File: src/rtl/tx_header_encoder_bluetooth_ble.sv
// -----------------------------------------------------------------------------
// tx_header_encoder_bluetooth_ble
//
// Bluetooth BR packet-header transmit chain. A one-cycle start in IDLE latches
// a 10-bit header, the UAP (HEC seed), the clock-derived whitening seed and the
// whitening enable. The block then streams 54 coded bits toward the modulator:
// 10 header bits followed by the 8-bit HEC (MSB first), every bit whitened and
// repeated REP times.
//
// Ports
//   clk        : system clock, rising edge
//   reset      : asynchronous active-low reset
//   start      : one-cycle frame request, honoured only in IDLE
//   hdr_in     : header bits, bit 0 sent first
//   UAP        : HEC LFSR seed
//   int_D      : whitening seed (CLK[6:1])
//   whiten_en  : 1 = whiten, 0 = bypass (LFSR still advances)
//   out_ready  : downstream accepts data_out this cycle
//   data_out   : coded serial bit (registered, held while stalled)
//   valid_out  : data_out valid
//   busy       : frame in progress
//   done       : one-cycle pulse after the last bit is accepted
// -----------------------------------------------------------------------------
module tx_header_encoder_bluetooth_ble #(
    parameter int         REP      = 3,
    parameter int         HDR_BITS = 10,
    parameter logic [7:0] HEC_POLY = 8'hA7
) (
    input  logic                clk,
    input  logic                reset,
    input  logic                start,
    input  logic [HDR_BITS-1:0] hdr_in,
    input  logic [7:0]          UAP,
    input  logic [5:0]          int_D,
    input  logic                whiten_en,
    input  logic                out_ready,
    output logic                data_out,
    output logic                valid_out,
    output logic                busy,
    output logic                done
);

    localparam int IDX_W = $clog2(HDR_BITS + 8);
    localparam int HI_W  = $clog2(HDR_BITS);
    localparam int REP_W = (REP > 1) ? $clog2(REP) : 1;

    localparam logic [IDX_W-1:0] HDR_END  = IDX_W'(HDR_BITS);
    localparam logic [IDX_W-1:0] LAST_IDX = IDX_W'(HDR_BITS + 7);
    localparam logic [IDX_W-1:0] IDX_ONE  = IDX_W'(1);
    localparam logic [REP_W-1:0] REP_LAST = REP_W'(REP - 1);
    localparam logic [REP_W-1:0] REP_ONE  = REP_W'(1);

    localparam logic [1:0] ST_IDLE = 2'd0;
    localparam logic [1:0] ST_SEND = 2'd1;
    localparam logic [1:0] ST_DONE = 2'd2;

    // One HEC LFSR step: feedback is the data bit xor the register MSB.
    function automatic logic [7:0] hec_step(input logic [7:0] hec, input logic d);
        logic fb;
        fb       = d ^ hec[7];
        hec_step = {hec[6:0], 1'b0} ^ (fb ? HEC_POLY : 8'h00);
    endfunction

    // One whitening LFSR step for x^7 + x^4 + 1 (Galois form).
    function automatic logic [6:0] wht_step(input logic [6:0] w);
        wht_step    = {w[5:0], w[6]};
        wht_step[4] = w[3] ^ w[6];
    endfunction

    // Unwhitened bit for a frame position: header LSB first, then HEC MSB first.
    function automatic logic raw_bit(input logic [HDR_BITS-1:0] hdr,
                                     input logic [7:0] hec,
                                     input logic [IDX_W-1:0] idx);
        logic [2:0] off;
        off = 3'(idx - HDR_END);
        if (idx < HDR_END) begin
            raw_bit = hdr[idx[HI_W-1:0]];
        end else begin
            // 7 - off on a 3-bit value is simply its complement
            raw_bit = hec[~off];
        end
    endfunction

    logic [1:0]          state_r, state_s;
    logic [HDR_BITS-1:0] hdr_r, hdr_s;
    logic [7:0]          hec_r, hec_s;
    logic [6:0]          wht_r, wht_s;
    logic                wen_r, wen_s;
    logic [IDX_W-1:0]    idx_r, idx_s;
    logic [REP_W-1:0]    rep_r, rep_s;
    logic                raw_s;
    logic                data_s, valid_s, done_s;
    logic                data_out_r, valid_out_r, busy_r, done_r;

    // Next-state logic: frame sequencing, HEC and whitening advance per bit.
    always_comb begin
        state_s = state_r;
        hdr_s   = hdr_r;
        hec_s   = hec_r;
        wht_s   = wht_r;
        wen_s   = wen_r;
        idx_s   = idx_r;
        rep_s   = rep_r;
        done_s  = 1'b0;
        raw_s   = raw_bit(hdr_r, hec_r, idx_r);
        case (state_r)
            ST_IDLE: begin
                if (start) begin
                    hdr_s   = hdr_in;
                    hec_s   = UAP;
                    wht_s   = {1'b1, int_D};
                    wen_s   = whiten_en;
                    idx_s   = {IDX_W{1'b0}};
                    rep_s   = {REP_W{1'b0}};
                    state_s = ST_SEND;
                end else begin
                    state_s = ST_IDLE;
                end
            end
            ST_SEND: begin
                if (out_ready) begin
                    if (rep_r == REP_LAST) begin
                        rep_s = {REP_W{1'b0}};
                        idx_s = idx_r + IDX_ONE;
                        wht_s = wht_step(wht_r);
                        // HEC only absorbs header bits; it is frozen while being sent
                        if (idx_r < HDR_END) begin
                            hec_s = hec_step(hec_r, raw_s);
                        end else begin
                            hec_s = hec_r;
                        end
                        if (idx_r == LAST_IDX) begin
                            state_s = ST_DONE;
                            done_s  = 1'b1;
                        end else begin
                            state_s = ST_SEND;
                        end
                    end else begin
                        rep_s = rep_r + REP_ONE;
                    end
                end else begin
                    state_s = ST_SEND;
                end
            end
            ST_DONE: begin
                state_s = ST_IDLE;
            end
            default: begin
                state_s = ST_IDLE;
            end
        endcase
    end

    // Output bit is derived from the next state so that it is registered.
    always_comb begin
        valid_s = (state_s == ST_SEND);
        if (valid_s) begin
            data_s = raw_bit(hdr_s, hec_s, idx_s) ^ (wen_s & wht_s[6]);
        end else begin
            data_s = 1'b0;
        end
    end

    // State, latched frame context and registered outputs.
    always_ff @(posedge clk or negedge reset) begin
        if (!reset) begin
            state_r     <= ST_IDLE;
            hdr_r       <= {HDR_BITS{1'b0}};
            hec_r       <= 8'h00;
            wht_r       <= 7'h00;
            wen_r       <= 1'b0;
            idx_r       <= {IDX_W{1'b0}};
            rep_r       <= {REP_W{1'b0}};
            data_out_r  <= 1'b0;
            valid_out_r <= 1'b0;
            busy_r      <= 1'b0;
            done_r      <= 1'b0;
        end else begin
            state_r     <= state_s;
            hdr_r       <= hdr_s;
            hec_r       <= hec_s;
            wht_r       <= wht_s;
            wen_r       <= wen_s;
            idx_r       <= idx_s;
            rep_r       <= rep_s;
            data_out_r  <= data_s;
            valid_out_r <= valid_s;
            busy_r      <= valid_s;
            done_r      <= done_s;
        end
    end

    assign data_out  = data_out_r;
    assign valid_out = valid_out_r;
    assign busy      = busy_r;
    assign done      = done_r;

endmodule
File: config.mk
export PLATFORM = sky130hd
export DESIGN_NAME = tx_header_encoder_bluetooth_ble
export DESIGN_NICKNAME = d
export VERILOG_FILES = /design/src/rtl/tx_header_encoder_bluetooth_ble.sv
export SDC_FILE = /design/constraint.sdc
export NUM_CORES = 1
export LEC_CHECK = 0
export CELL_PAD_IN_SITES_DETAIL_PLACEMENT = 0
export CELL_PAD_IN_SITES_GLOBAL_PLACEMENT = 2
export CORE_MARGIN = 2
export CORE_UTILIZATION = 37
export CTS_CLUSTER_DIAMETER = 120
export DETAILED_ROUTE_END_ITERATION = 16
export MAX_ROUTING_LAYER = met4
export PLACE_DENSITY_LB_ADDON = 0.25
export SYNTH_ARGS = -nofsm -noshare
export SYNTH_HDL_FRONTEND = slang
export SYNTH_SLANG_ARGS = --single-unit
export TNS_END_PERCENT = 20
File: constraint.sdc
create_clock -name clk -period 4.25 [get_ports clk]
set_clock_uncertainty 0.1 [all_clocks]
set_input_delay 1.0625 -clock clk [delete_from_list [all_inputs] [get_ports clk]]
set_output_delay 1.0625 -clock clk [all_outputs]
set_load 0.005 [all_outputs]
Yosys cells after proc, flatten, opt, wreduce, memory -nomap -nowiden
Cells that the tools add are included.
{"block": "totals", "regBits": 38, "latch_bits": 0, "ramBits": 0, "mem_bits_ro": 0, "mem_count": 0}
{"block": "classes", "addsub": 4, "mul": 0, "n_div": 0, "magnitude_cmp": 6, "eq_ne": 7, "shifts": 0, "n_mux": 43, "bitwise": 7, "reduce_logical": 4}
{"cell": "8-bit 2-to-1 mux", "n": 5}
{"cell": "7-bit 2-to-1 mux", "n": 3}
{"cell": "10-bit 2-to-1 mux", "n": 2}
{"cell": "8-bit case mux with 2 select lines", "n": 1}
{"cell": "1-bit 2-to-1 mux", "n": 15}
{"cell": "5-bit 2-to-1 mux", "n": 3}
{"cell": "7-bit case mux with 2 select lines", "n": 1}
{"cell": "2-bit 2-to-1 mux", "n": 6}
{"cell": "4-bit by 5-bit less-than comparator with 1-bit output, second input constant", "n": 2}
{"cell": "5-bit by 4-bit less-than comparator with 1-bit output, second input constant", "n": 2}
{"cell": "5-bit case mux with 2 select lines", "n": 1}
{"cell": "1-bit binary-select mux with 4-bit select", "n": 2}
{"cell": "3-bit by 4-bit less-than comparator with 1-bit output, second input constant", "n": 2}
{"cell": "2-bit case mux with 2 select lines", "n": 2}
{"cell": "8-bit bitwise XOR", "n": 1}
{"cell": "1-bit binary-select mux with 3-bit select", "n": 2}
{"cell": "2-bit != test, second input constant", "n": 3}
{"cell": "3-bit inverter", "n": 2}
{"cell": "3-bit by 2-bit subtractor with 3-bit output, second input constant", "n": 2}
{"cell": "5-bit by 1-bit adder with 5-bit output, second input constant", "n": 1}
{"cell": "5-bit == test, second input constant", "n": 1}
{"cell": "2-bit by 1-bit == test with 1-bit output, second input constant", "n": 2}
{"cell": "4-bit AND reduction", "n": 1}
{"cell": "3-bit AND reduction", "n": 1}
{"cell": "6 further kinds", "n": 8}

Depth between registers and ports, before layout
{"block": "depth", "depth_word": 18, "mapped_depth": 12}

Worst setup path after synthesis
Ideal clock, no wire load.
{"block": "synth_timing", "path_kind": "in2reg", "startpoint": "input port out_ready", "endpoint": "register data_out_r (netlist: data_out)", "t_arrival_ps": 2899, "path_slack_ps": 1172, "stages": 11, "path_cell_list": "and3b_1 > nand2_2 > mux2i_4 > inv_2 > ha_1 > inv_1 > o211ai_2 > nor4_1 > a211oi_1 > a41oi_1 > mux2i_1"}
{"block": "synth_between", "elab_chain_len": 10, "word_cells_on_any_way": 21, "cone_classes": "1 x add/sub; 1 x order compare; 1 x eq/ne; 15 x mux; 3 x bitwise"}
{"item": "start, declared", "line_no": "36", "text": "input logic out_ready,"}
{"item": "5-bit 2-to-1 mux (*)", "line_no": "121", "text": "if (out_ready) begin"}
{"item": "5-bit case mux with 2 select lines (*)", "line_no": "106", "text": "case (state_r)"}
{"item": "via idx_s[1]", "line_no": "89", "text": "logic [IDX_W-1:0] idx_r, idx_s;"}
{"item": "3-bit by 2-bit subtractor with 3-bit output", "line_no": "75", "text": "off = 3'(idx - HDR_END);"}
{"item": "3-bit inverter", "line_no": "80", "text": "raw_bit = hec[~off];"}
{"item": "1-bit binary-select mux with 3-bit select", "line_no": "80"}
{"item": "1-bit 2-to-1 mux (implied by the code)", "line_no": "80"}
{"item": "1-bit 2-to-1 mux (*)", "line_no": "76", "text": "if (idx < HDR_END) begin"}
{"item": "1-bit 2-to-1 mux (*)", "line_no": "157", "text": "if (valid_s) begin"}
{"item": "1-bit bitwise XOR (*)", "line_no": "158", "text": "data_s = raw_bit(hdr_s, hec_s, idx_s) ^ (wen_s & wht_s[6]);"}
{"item": "1-bit 2-to-1 mux (*)", "line_no": "157"}
{"item": "via data_s", "line_no": "92", "text": "logic data_s, valid_s, done_s;"}
{"item": "end signal, assigned", "line_no": "186", "text": "data_out_r <= data_s;"}
{"item": "end, declared", "line_no": "93", "text": "logic data_out_r, valid_out_r, busy_r, done_r;"}
The timed path passes the listed nets; every way through them passes the cells marked *. The select of a mux whose other input is x is not followed.
A chain may end at the register's enable or synchronous reset.

Worst setup path after layout
Ends and elaborated chain as after synthesis.

==> results.md <==
* Post-route setup slack at 0.556 ns
* RSZ-0062 raised after global routing: false
* Die Area at 7320 um^2
* Layout cells sized above 1 at 11.4%
* Worst Hold Launch: wht_r[1]$_DFFE_PN0P_
* Post-Syn Area at 2460 um^2
* DIE WIDTH at 85.6 um
* Final instance area at 2920 um^2
* Syn Inst Count at 260
* First-pass GRT wire length at 10,900 um
* Synth warnings at 0
* Slew HR at 41.2%
* Final Routed Wirelength at 6480 um
* FF-to-FF setup slack at 1.11 ns
* Min-Delay Path Depth at 2
* Number of port buffers at 32
* Layout area overhead at 18.5%
* Clock root cell: clkbuf_8
* RR Endpoint: data_out$_DFF_PN0_
* DP Worst Slack at 0.314 ns
* CP peak stage delay at 0.63 ns
* Clk buf depth at 2
* Slowest cell on crit path: clkdlybuf4s50_1
* Critical Path RT at 4.37 ns
* Worst Setup Start Kind: input port
* Total Routing Usage GR at 19.6%
* Placed Area at 2810 um^2
* Largest net degree at the start of global routing at 39
* Hold Crit Class: reg -> reg
* CTS Hold Buffers Added at 0
* Worst path cell trace: clkdlybuf4s50_1 -> nand4b_1 -> mux2i_1 -> o21ai_1 -> inv_1 -> ha_1 -> inv_1 -> o211ai_2 -> nor4_1 -> a211oi_1 -> a41oi_1 -> mux2i_1
* Grt total ovfl at 0
* Asr flop ratio synth at 100%
* Synth top area share at 38.6%
* PD cells at 596 nW/um^2
* CTS tree: done
* DRC at 0
* Peak supply drop at 0.000243 V
* Post-synth EDFFs at 0
* Layout net count at 322
* Post-cts repair resize count at 0
* Worst-Skew Late Latency at 0.29 ns
* Antenna diodes at 0
* H-tree depth at 2
* Synthesized Nets at 294
* Row count at 29
* Area leader, netlist: dfrtp_1
* Initial Util at 38.6%
* Yosys reg bits at 38
* Storage cell area at 951 um^2
* CP Capture Type: register
* Gpl congestion at 0.819
* Synth Flop Type: dfrtp_1
* Fmax achieved at 0.271 GHz
* Reg2reg path depth at 12
* Fin. max-slew vios at 0
* Via count at 2,041
* Largest cells by area after synthesis: dfrtp_1, nand2_1, mux2i_1
* Library cells used by synthesis at 72
* Vias in the first global route at 2,050
* Worst setup path start: out_ready
* Worst-path clk slew at 0.08 ns
* P_leak at 0.00128 uW
* Syn avg cell area at 9.47 um^2
* WP buf/inv at 3
* Die H at 85.6 um
* Initial antenna violation count at 0
* IO Count at 33
* Core area at 6390 um^2
* Multi-input gate area at 1390 um^2
* Final critical-path required period at 3.69 ns
* DR pass1 iterations at 4
* Final setup violating endpoints at 0
* Post-detail-place hpwl at 4740 um
* Seq/Total Area, Yosys at 38.6%
* CP Class: in -> reg
* TritonCTS Buffers at 5
* Post-CTS setup buffer count at 0
* Crit path max-delay family: buffers and inverters
* Worst-path maximum fanout at 6
* WP data arrival at 3.81 ns
* CTS sink count at 38
* Status: complete, no violations
* WL per Instance at 17.7 um
* Setup TNS at 0 ns
* Fillers at 635
* Max cap viols at 0
* Period utilization at 86.9%
* Avg Vias per Cell at 5.58
* Hold Fails Final Rpt at 0
* DRT iter0 DRCs at 178
* Hold endpoint: wht_r[1]$_DFFE_PN0P_
* Post-route ant nets at 0
* Crit Reg-Reg Startpoint: idx_r[0]$_DFF_PN0_
* Slew @ Worst Pin at 0.882 ns
-- power breakdown --
part | leakage (uW) | switching, uW | internal, uW | total [uW]
sequential | 0.000471 | 146 | 490 | 636
clock | 0.0000514 | 138 | 175 | 313
combinational | 0.000760 | 411 | 379 | 790
total | 0.00128 | 695 | 1040 | 1740
-- synth_stat cells, types with 4 or more instances --
cell,count
nor2_1,12
nand2_1,57
nor3_1,4
a21oi_1,4
o2111ai_1,4
a22oi_1,7
xnor2_1,5
buf_2,4
mux2i_1,8
nand3_1,8
o21ai_0,5
inv_1,7
o211ai_1,4
dfrtp_1,38
ha_1,5
-- worst max path at each step --
stage / to / slack (ns) / depth (start not counted)
floorplan: data_out$_DFF_PN0_ / 1.17 / 11
global placement: data_out$_DFF_PN0_ / 0.36 / 12
detailed placement: data_out$_DFF_PN0_ / 0.31 / 12
CTS: data_out$_DFF_PN0_ / 0.61 / 12
global route: data_out$_DFF_PN0_ / 0.32 / 12
finish: data_out$_DFF_PN0_ / 0.56 / 12
-- tightest hold or removal path, stage by stage, from the launching register on --
cell and delay (ns):
dfrtp_1 0.35, nand2_1 0.05, nand2_1 0.05
-- flip-flops by register name, indices dropped and copies added, names as in the netlist --
register and flops:
wht_r 7, busy 1, state_r 2, done 1
idx_r 5, wen_r 1, data_out 1, hdr_r 10
hec_r 8, rep_r 2
-- final cells by class --
| type | instances | area share (%) |
|---|---|---|
| tap | 77 | 3.30 |
| sequential | 38 | 32.6 |
| clock buffer | 6 | 2.49 |
| inverter | 9 | 1.33 |
| multi-input combinational | 199 | 47.4 |
| timing repair buffer | 35 | 11.6 |
| clock inverter | 2 | 1.29 |
-- layer usage --
layer  global-route usage [%]  vias to the layer above  wire length, um  share of wire (%)
met3                     2.89                        4              302                4.7
li1                         -                      999                -                  -
met1                     27.2                      978             3070                 47
met4                     4.47                        0               55               0.85
met2                     30.3                       60             3050                 47
met5                        -                        -                0                  0
-- cell usage in the layout, fill, tap and decap left out, types with 4 or more instances in the layout --
master	count
ha_1	5
nand2_1	57
o211ai_1	4
inv_1	7
o21ai_0	5
clkdlybuf4s50_1	31
a21oi_1	4
o2111ai_1	4
nor3_1	4
mux2i_1	8
dfrtp_1	38
a22oi_1	7
nand3_1	8
nor2_1	12
xnor2_1	5
clkbuf_8	5
-- per-stage QoR --
| step | power (uW) | hold WS [ns] | std cells | util, % |
|---|---|---|---|---|
| after floorplan | 1220 | 0.346 | 260 | - |
| after global placement | 1440 | 0.366 | 358 | 44.0 |
| after detailed placement | 1430 | 0.365 | 358 | 44.0 |
| after CTS | 1750 | 0.386 | 366 | 45.7 |
| after global routing | 1870 | 0.415 | 366 | 45.7 |
| final | 1740 | 0.381 | 366 | 45.7 |
-- cell families (layout without fill, tap and decap cells) --
kind of cell	after synthesis	in the layout	share of synthesized area, %
AND/OR/NAND/NOR	117	117	26.3
adder cells (fa/ha/maj)	5	5	2.54
multiplexers	13	13	6.00
AO/OA/AOI/OAI	57	57	18.3
buffers and inverters	23	52	5.13
XOR/XNOR	7	7	3.10
flip-flops	38	38	38.6
(Power assumes the default switching activity.)
